File: src/rtl/seq_multiplier_nbit.sv
// Sequential shift-add multiplier: WIDTH x WIDTH -> 2*WIDTH product in WIDTH+1 cycles,
// unsigned or two's-complement per operation, with a start/busy/done handshake.
module seq_multiplier_nbit #(
  parameter int WIDTH = 8
) (
  input  logic                 clk,
  input  logic                 rst,
  input  logic                 start,
  input  logic                 is_signed,
  input  logic [WIDTH-1:0]     a,
  input  logic [WIDTH-1:0]     b,
  output logic                 busy,
  output logic                 done,
  output logic [2*WIDTH-1:0]   product
);

  localparam int CW = $clog2(WIDTH + 1);
  localparam logic [CW-1:0] LAST = CW'(WIDTH - 1);
  localparam logic [CW-1:0] ONE  = CW'(1);

  typedef enum logic [1:0] {
    IDLE   = 2'd0,
    CALC   = 2'd1,
    FINISH = 2'd2
  } state_t;

  state_t               r_state;
  state_t               w_next;
  logic [2*WIDTH-1:0]   r_mcand;
  logic [WIDTH-1:0]     r_mplier;
  logic [2*WIDTH-1:0]   r_acc;
  logic [CW-1:0]        r_count;
  logic                 r_neg;
  logic                 r_done;
  logic [2*WIDTH-1:0]   r_product;

  logic [WIDTH-1:0]     w_magA;
  logic [WIDTH-1:0]     w_magB;
  logic [2*WIDTH-1:0]   w_addend;

  // The most-negative operand negates to itself, which reads correctly as the unsigned magnitude.
  assign w_magA   = (is_signed & a[WIDTH-1]) ? -a : a;
  assign w_magB   = (is_signed & b[WIDTH-1]) ? -b : b;
  assign w_addend = r_mplier[0] ? r_mcand : '0;

  always_ff @(posedge clk or posedge rst) begin
    if (rst) begin
      r_state <= IDLE;
    end else begin
      r_state <= w_next;
    end
  end

  always_comb begin
    w_next = r_state;
    case (r_state)
      IDLE:    if (start) w_next = CALC;
      CALC:    if (r_count == LAST) w_next = FINISH;
      FINISH:  w_next = IDLE;
      default: w_next = IDLE;
    endcase
  end

  // Multiplicand is pre-shifted each iteration, so it always sits at weight 2^count.
  always_ff @(posedge clk or posedge rst) begin
    if (rst) begin
      r_mcand   <= '0;
      r_mplier  <= '0;
      r_acc     <= '0;
      r_count   <= '0;
      r_neg     <= 1'b0;
      r_done    <= 1'b0;
      r_product <= '0;
    end else begin
      r_done <= 1'b0;
      case (r_state)
        IDLE: begin
          if (start) begin
            r_mcand  <= {{WIDTH{1'b0}}, w_magA};
            r_mplier <= w_magB;
            r_neg    <= is_signed & (a[WIDTH-1] ^ b[WIDTH-1]);
            r_acc    <= '0;
            r_count  <= '0;
          end
        end
        CALC: begin
          r_acc    <= r_acc + w_addend;
          r_mcand  <= r_mcand << 1;
          r_mplier <= r_mplier >> 1;
          r_count  <= r_count + ONE;
        end
        FINISH: begin
          r_product <= r_neg ? -r_acc : r_acc;
          r_done    <= 1'b1;
        end
        default: ;
      endcase
    end
  end

  assign busy    = (r_state != IDLE);
  assign done    = r_done;
  assign product = r_product;

endmodule

File: config.mk
export PLATFORM = sky130hd
export DESIGN_NAME = seq_multiplier_nbit
export DESIGN_NICKNAME = d
export VERILOG_FILES = /design/src/rtl/seq_multiplier_nbit.sv
export SDC_FILE = /design/constraint.sdc
export NUM_CORES = 1
export LEC_CHECK = 0
export BUFFER_PORTS_ARGS = -buffer_cell sky130_fd_sc_hd__buf_2
export CAP_MARGIN = 10
export CORE_ASPECT_RATIO = 1.4
export CORE_MARGIN = 2
export CORE_UTILIZATION = 54
export CTS_CLUSTER_SIZE = 14
export DETAILED_ROUTE_END_ITERATION = 10
export PLACE_DENSITY = 0.77
export SLEW_MARGIN = 20
export SYNTH_ARGS = -nofsm -noshare
export SYNTH_HDL_FRONTEND = slang
export SYNTH_SLANG_ARGS = --single-unit
File: constraint.sdc
create_clock -name clk -period 2.5 [get_ports clk]
set_clock_uncertainty 0.05 [all_clocks]
set_input_delay 0.125 -clock clk [delete_from_list [all_inputs] [get_ports clk]]
set_output_delay 0.125 -clock clk [all_outputs]
set_load 0.02 [all_outputs]
After elaboration in Yosys (flattened, before gate mapping)
Cells that the tools add are included.
Word-level totals
  register bits after elaboration: 64
  logic and storage cells: 44
Operators by class
  add/sub/neg operators: 5
  eq/ne operators: 5
  mux-type cells: 16
  bitwise logic cells: 4
  reductions and logical operators: 6
Operator list (count)
  16-bit two-way mux: 4
  16-bit one-hot mux with 2 select lines: 2
  8-bit two-way mux: 3
  16-bit adder: 1
  16-bit negator: 1
  8-bit negator: 2
  8-bit one-hot mux with 2 select lines: 1
  4-bit one-hot mux with 2 select lines: 1
  2-bit AND reduction: 3
  4-bit by 1-bit adder with 4-bit output, second input constant: 1
  4-bit by 3-bit == test with 1-bit output, second input constant: 1
  2-bit two-way mux: 2
  4-bit two-way mux: 1
  2-bit != test, second input constant: 2
  2-bit one-hot mux with 2 select lines: 1
  2-bit nonzero test: 2
  1-bit bitwise AND: 3
  2-bit by 1-bit == test with 1-bit output, second input constant: 1
  2-bit == test, second input constant: 1
  2-bit zero test: 1
  1-bit two-way mux: 1
  1-bit XOR: 1

Longest topological paths before layout
  depth after elaboration: 4
  gate-level depth with buffers: 11
  depth with buffers taken out: 10

Least setup slack after synthesis
OpenSTA, ideal clock, no wires.
  kind: flip-flop to flip-flop
  start: register r_mplier[0]
  end: register r_acc[12]
  setup time: 0.076 ns
  data arrival time: 2.299 ns
  data required time: 2.374 ns
  setup slack: 0.075 ns
  cell stages (with the launch flop): 12
  cell sequence: dfrtp_1 > clkbuf_1 > and2_1 > ha_1 > inv_1 > fa_1 > nor2b_1 > o2111ai_1 > a211oi_2 > a211oi_1 > xor2_1 > o21ai_1
On the way
  longest elaborated chain between the ends: 3
RTL lines
  from (decl): line 30  | logic [WIDTH-1:0] r_mplier;
  from (signal assigned): line 80  | r_mplier <= w_magB;
  from (signal assigned): line 89  | r_mplier <= r_mplier >> 1;
  16-bit two-way mux: line 44  | assign w_addend = r_mplier[0] ? r_mcand : '0;
  16-bit adder: line 87  | r_acc <= r_acc + w_addend;
  16-bit one-hot mux with 2 select lines: line 76  | case (r_state)
  to (signal assigned): line 87
  to (decl): line 31  | logic [2*WIDTH-1:0] r_acc;
No other way between the ends.
A chain may end at the register's enable or synchronous reset.

Worst setup path after layout
  start: register r_mplier[0]
  end: register r_acc[11]
Same word-level chain as after synthesis.

==> run metrics <==
final non-filler cell total=570; measured slew at the worst slew-check pin=0.726 ns; fin nets=510; GPL Wtd Cong=0.860; CTS tree=done; Post-DRT Antenna Nets=0; crit path from=r_mplier[0]; setup violators final=0; commonest non-fill, non-tap cell in the layout=nand2_1; post-synthesis cell area=3850 um^2; Rel. slew slack=51.6%; Die Y=104 um; Seq/Total Area, Yosys=41.6%; arrival time at the worst endpoint=2.55 ns; Post-Route WL=7.86 mm; Post-synth ARST share=100%; flops & latches, synth=64; DRC violations left=0; Final min period=2.40 ns; pin count of the biggest net entering global routing=34; Syn Inst Count=427; DIE AREA=7830 um^2; vias in the first global route=3,112; P_leak=2.06 nW; first-pass GRT wire length=13.6 mm; FF-to-FF Start=r_mplier[0]; IO Port Bufs=37; Avg Inst Size Synth=9.01 um^2; antenna violations before repair=0; Yosys cell types=46; estimated wirelength of the detail-placed design=6.03 mm; H-tree depth=3; Avg Vias per Cell=5.58; Final Hold Fails=0; Setup crit end kind=flip-flop; clock root buffer=clkbuf_8; VDD IR max=0.516 mV; initial drt markers=140; clock transition at the registers of the reported paths=0.07 ns; die width=75.4 um; CTS sink cnt=64; Initial Utilization=55.5%; hold crit path type=in -> reg; critical path launch point type=flip-flop; Synthesized Nets=467; Ys Warns=0; leading cell types in the layout, fill and taps excluded=nand2_1, dfrtp_1, o21ai_0; diode count=0; worst hold margin=0.0184 ns; Top Ports=38; power per cell area=1030 nW/um^2; Post-synth EDFFs=0; Most used DFF post-synth=dfrtp_1; RSZ-0062 raised after global routing=true; # Max-Cap Violations=0; Max Buffers Root-to-Sink=2; vias=3,178; core area=6940 um^2; GR Overflow Total=0; placed cells=552; critical path class=reg -> reg; Worst EP required=2.65 ns; fraction of layout cells with a size suffix above 1=17.3%; status=complete, no violations; area growth from synthesis to layout=13.7%; final core utilization=63.1%; clock latency on the worst-skew pair=0.33 ns; min-delay src=b[7]; crit path max fanout=16; Max Slew Vio Count=0; crit share post-route=96.1%; CTS Buf Count=9; routed length per instance=13.8 um; Core Rows=36; Overall Global Routing Usage=22.1%; router iterations before antenna repair=4; fmax=416 MHz
-- flip-flops by register name (all words and copies together), names as in the netlist --
| signal | count |
|---|---|
| product | 16 |
| r_mplier | 8 |
| r_acc | 16 |
| done | 1 |
| r_state | 2 |
| r_neg | 1 |
| r_mcand | 16 |
| r_count | 4 |
-- metrics by stage --
stage | setup TNS (ns) | power (mW) | area, um^2 | setup WS (ns)
5_1_grt | -0.0122 | 4.92 | 4380 | -0.0122
3_3_place_gp | 0 | 3.69 | 4170 | 0.152
4_1_cts | 0 | 4.53 | 4350 | 0.0640
2_1_floorplan | 0 | 3.28 | 3850 | 0.0750
6_report | 0 | 4.52 | 4380 | 0.0974
3_5_place_dp | 0 | 3.77 | 4170 | 0.0742
-- routing by layer --
layer,share of wire (%),track usage [%]
met5,0,0
met3,3.2,4.07
met2,52,37.0
met1,41,26.1
met4,3.8,11.5
-- path summary, 6_finish.rpt --
kind,end,depth (start not counted),slack (ns)
max in group asynchronous,r_state[0],4,1.49
min in group asynchronous,r_acc[11],3,0.22
setup reg to reg,r_acc[11],10,0.1
setup / recovery,r_acc[11],10,0.1
hold reg to reg,product[4],2,0.42
hold / removal,r_mplier[7],3,0.02
-- kinds of logic (layout without fill, tap and decap cells) --
family | Yosys count | in the layout | share of synthesized area (%)
AOI/OAI and AO/OA | 130 | 130 | 21.8
xor gates and xnor gates | 40 | 40 | 9.10
adders and majority gates | 20 | 20 | 6.70
buffers and inverters | 32 | 80 | 3.19
DFF | 64 | 64 | 41.6
muxes | 2 | 2 | 0.520
and+or+nand+nor | 139 | 139 | 17.1
-- worst max-delay path, cell delays in order, from the launching register on --
cell      delay [ns]
dfrtp_1         0.37
buf_4           0.17
nand2_1         0.11
inv_1           0.06
ha_1            0.29
a211oi_1        0.37
o21bai_2        0.17
a21boi_1        0.30
o21bai_1        0.15
xnor2_1         0.15
o21ai_0         0.09
-- cell usage after synthesis (all sizes together) (5+ instances only) --
| library cell | instances | area share, % |
|---|---|---|
| nand2 | 72 | 7.2 |
| dfrtp | 64 | 42 |
| o21ai | 58 | 7.6 |
| a21oi | 22 | 3.1 |
| xnor2 | 22 | 5.0 |
| ha | 19 | 6.2 |
| xor2 | 18 | 4.1 |
| and2 | 17 | 2.8 |
| clkbuf | 16 | 1.6 |
| inv | 13 | 1.3 |
| nor2 | 13 | 1.3 |
| a22o | 10 | 2.3 |
| a22oi | 10 | 2.0 |
| nand3 | 8 | 1.0 |
| nor2b | 7 | 1.1 |
| o31ai | 7 | 2.2 |
| a31oi | 6 | 0.98 |
| a21o | 5 | 0.98 |
| nand2b | 5 | 0.81 |
| nor3 | 5 | 0.65 |
-- repair_timing --
action / 4_1_cts / 5_1_grt
hold buffers: 1 / 0
buffers inserted: 0 / 1
gates resized for setup: 0 / 3
endpoints found under the hold margin: 12 / 0
setup endpoints to repair: 0 / 5
-- layout make-up --
type	count	area, um^2
clock buffers	12	145
clock inverters	4	20.0
fillers	599	2560
inverters	13	48.8
multi-input cells	331	2150
flip-flops and latches	64	1600
well taps	95	119
repair buffers	51	293
-- where the power goes --
part	switching, mW	internal (mW)	total, mW
Combinational	1.11	0.865	1.98
Clock	0.375	0.380	0.755
Sequential	0.381	1.40	1.78
Note: power is estimated with default switching activity, not from simulation.
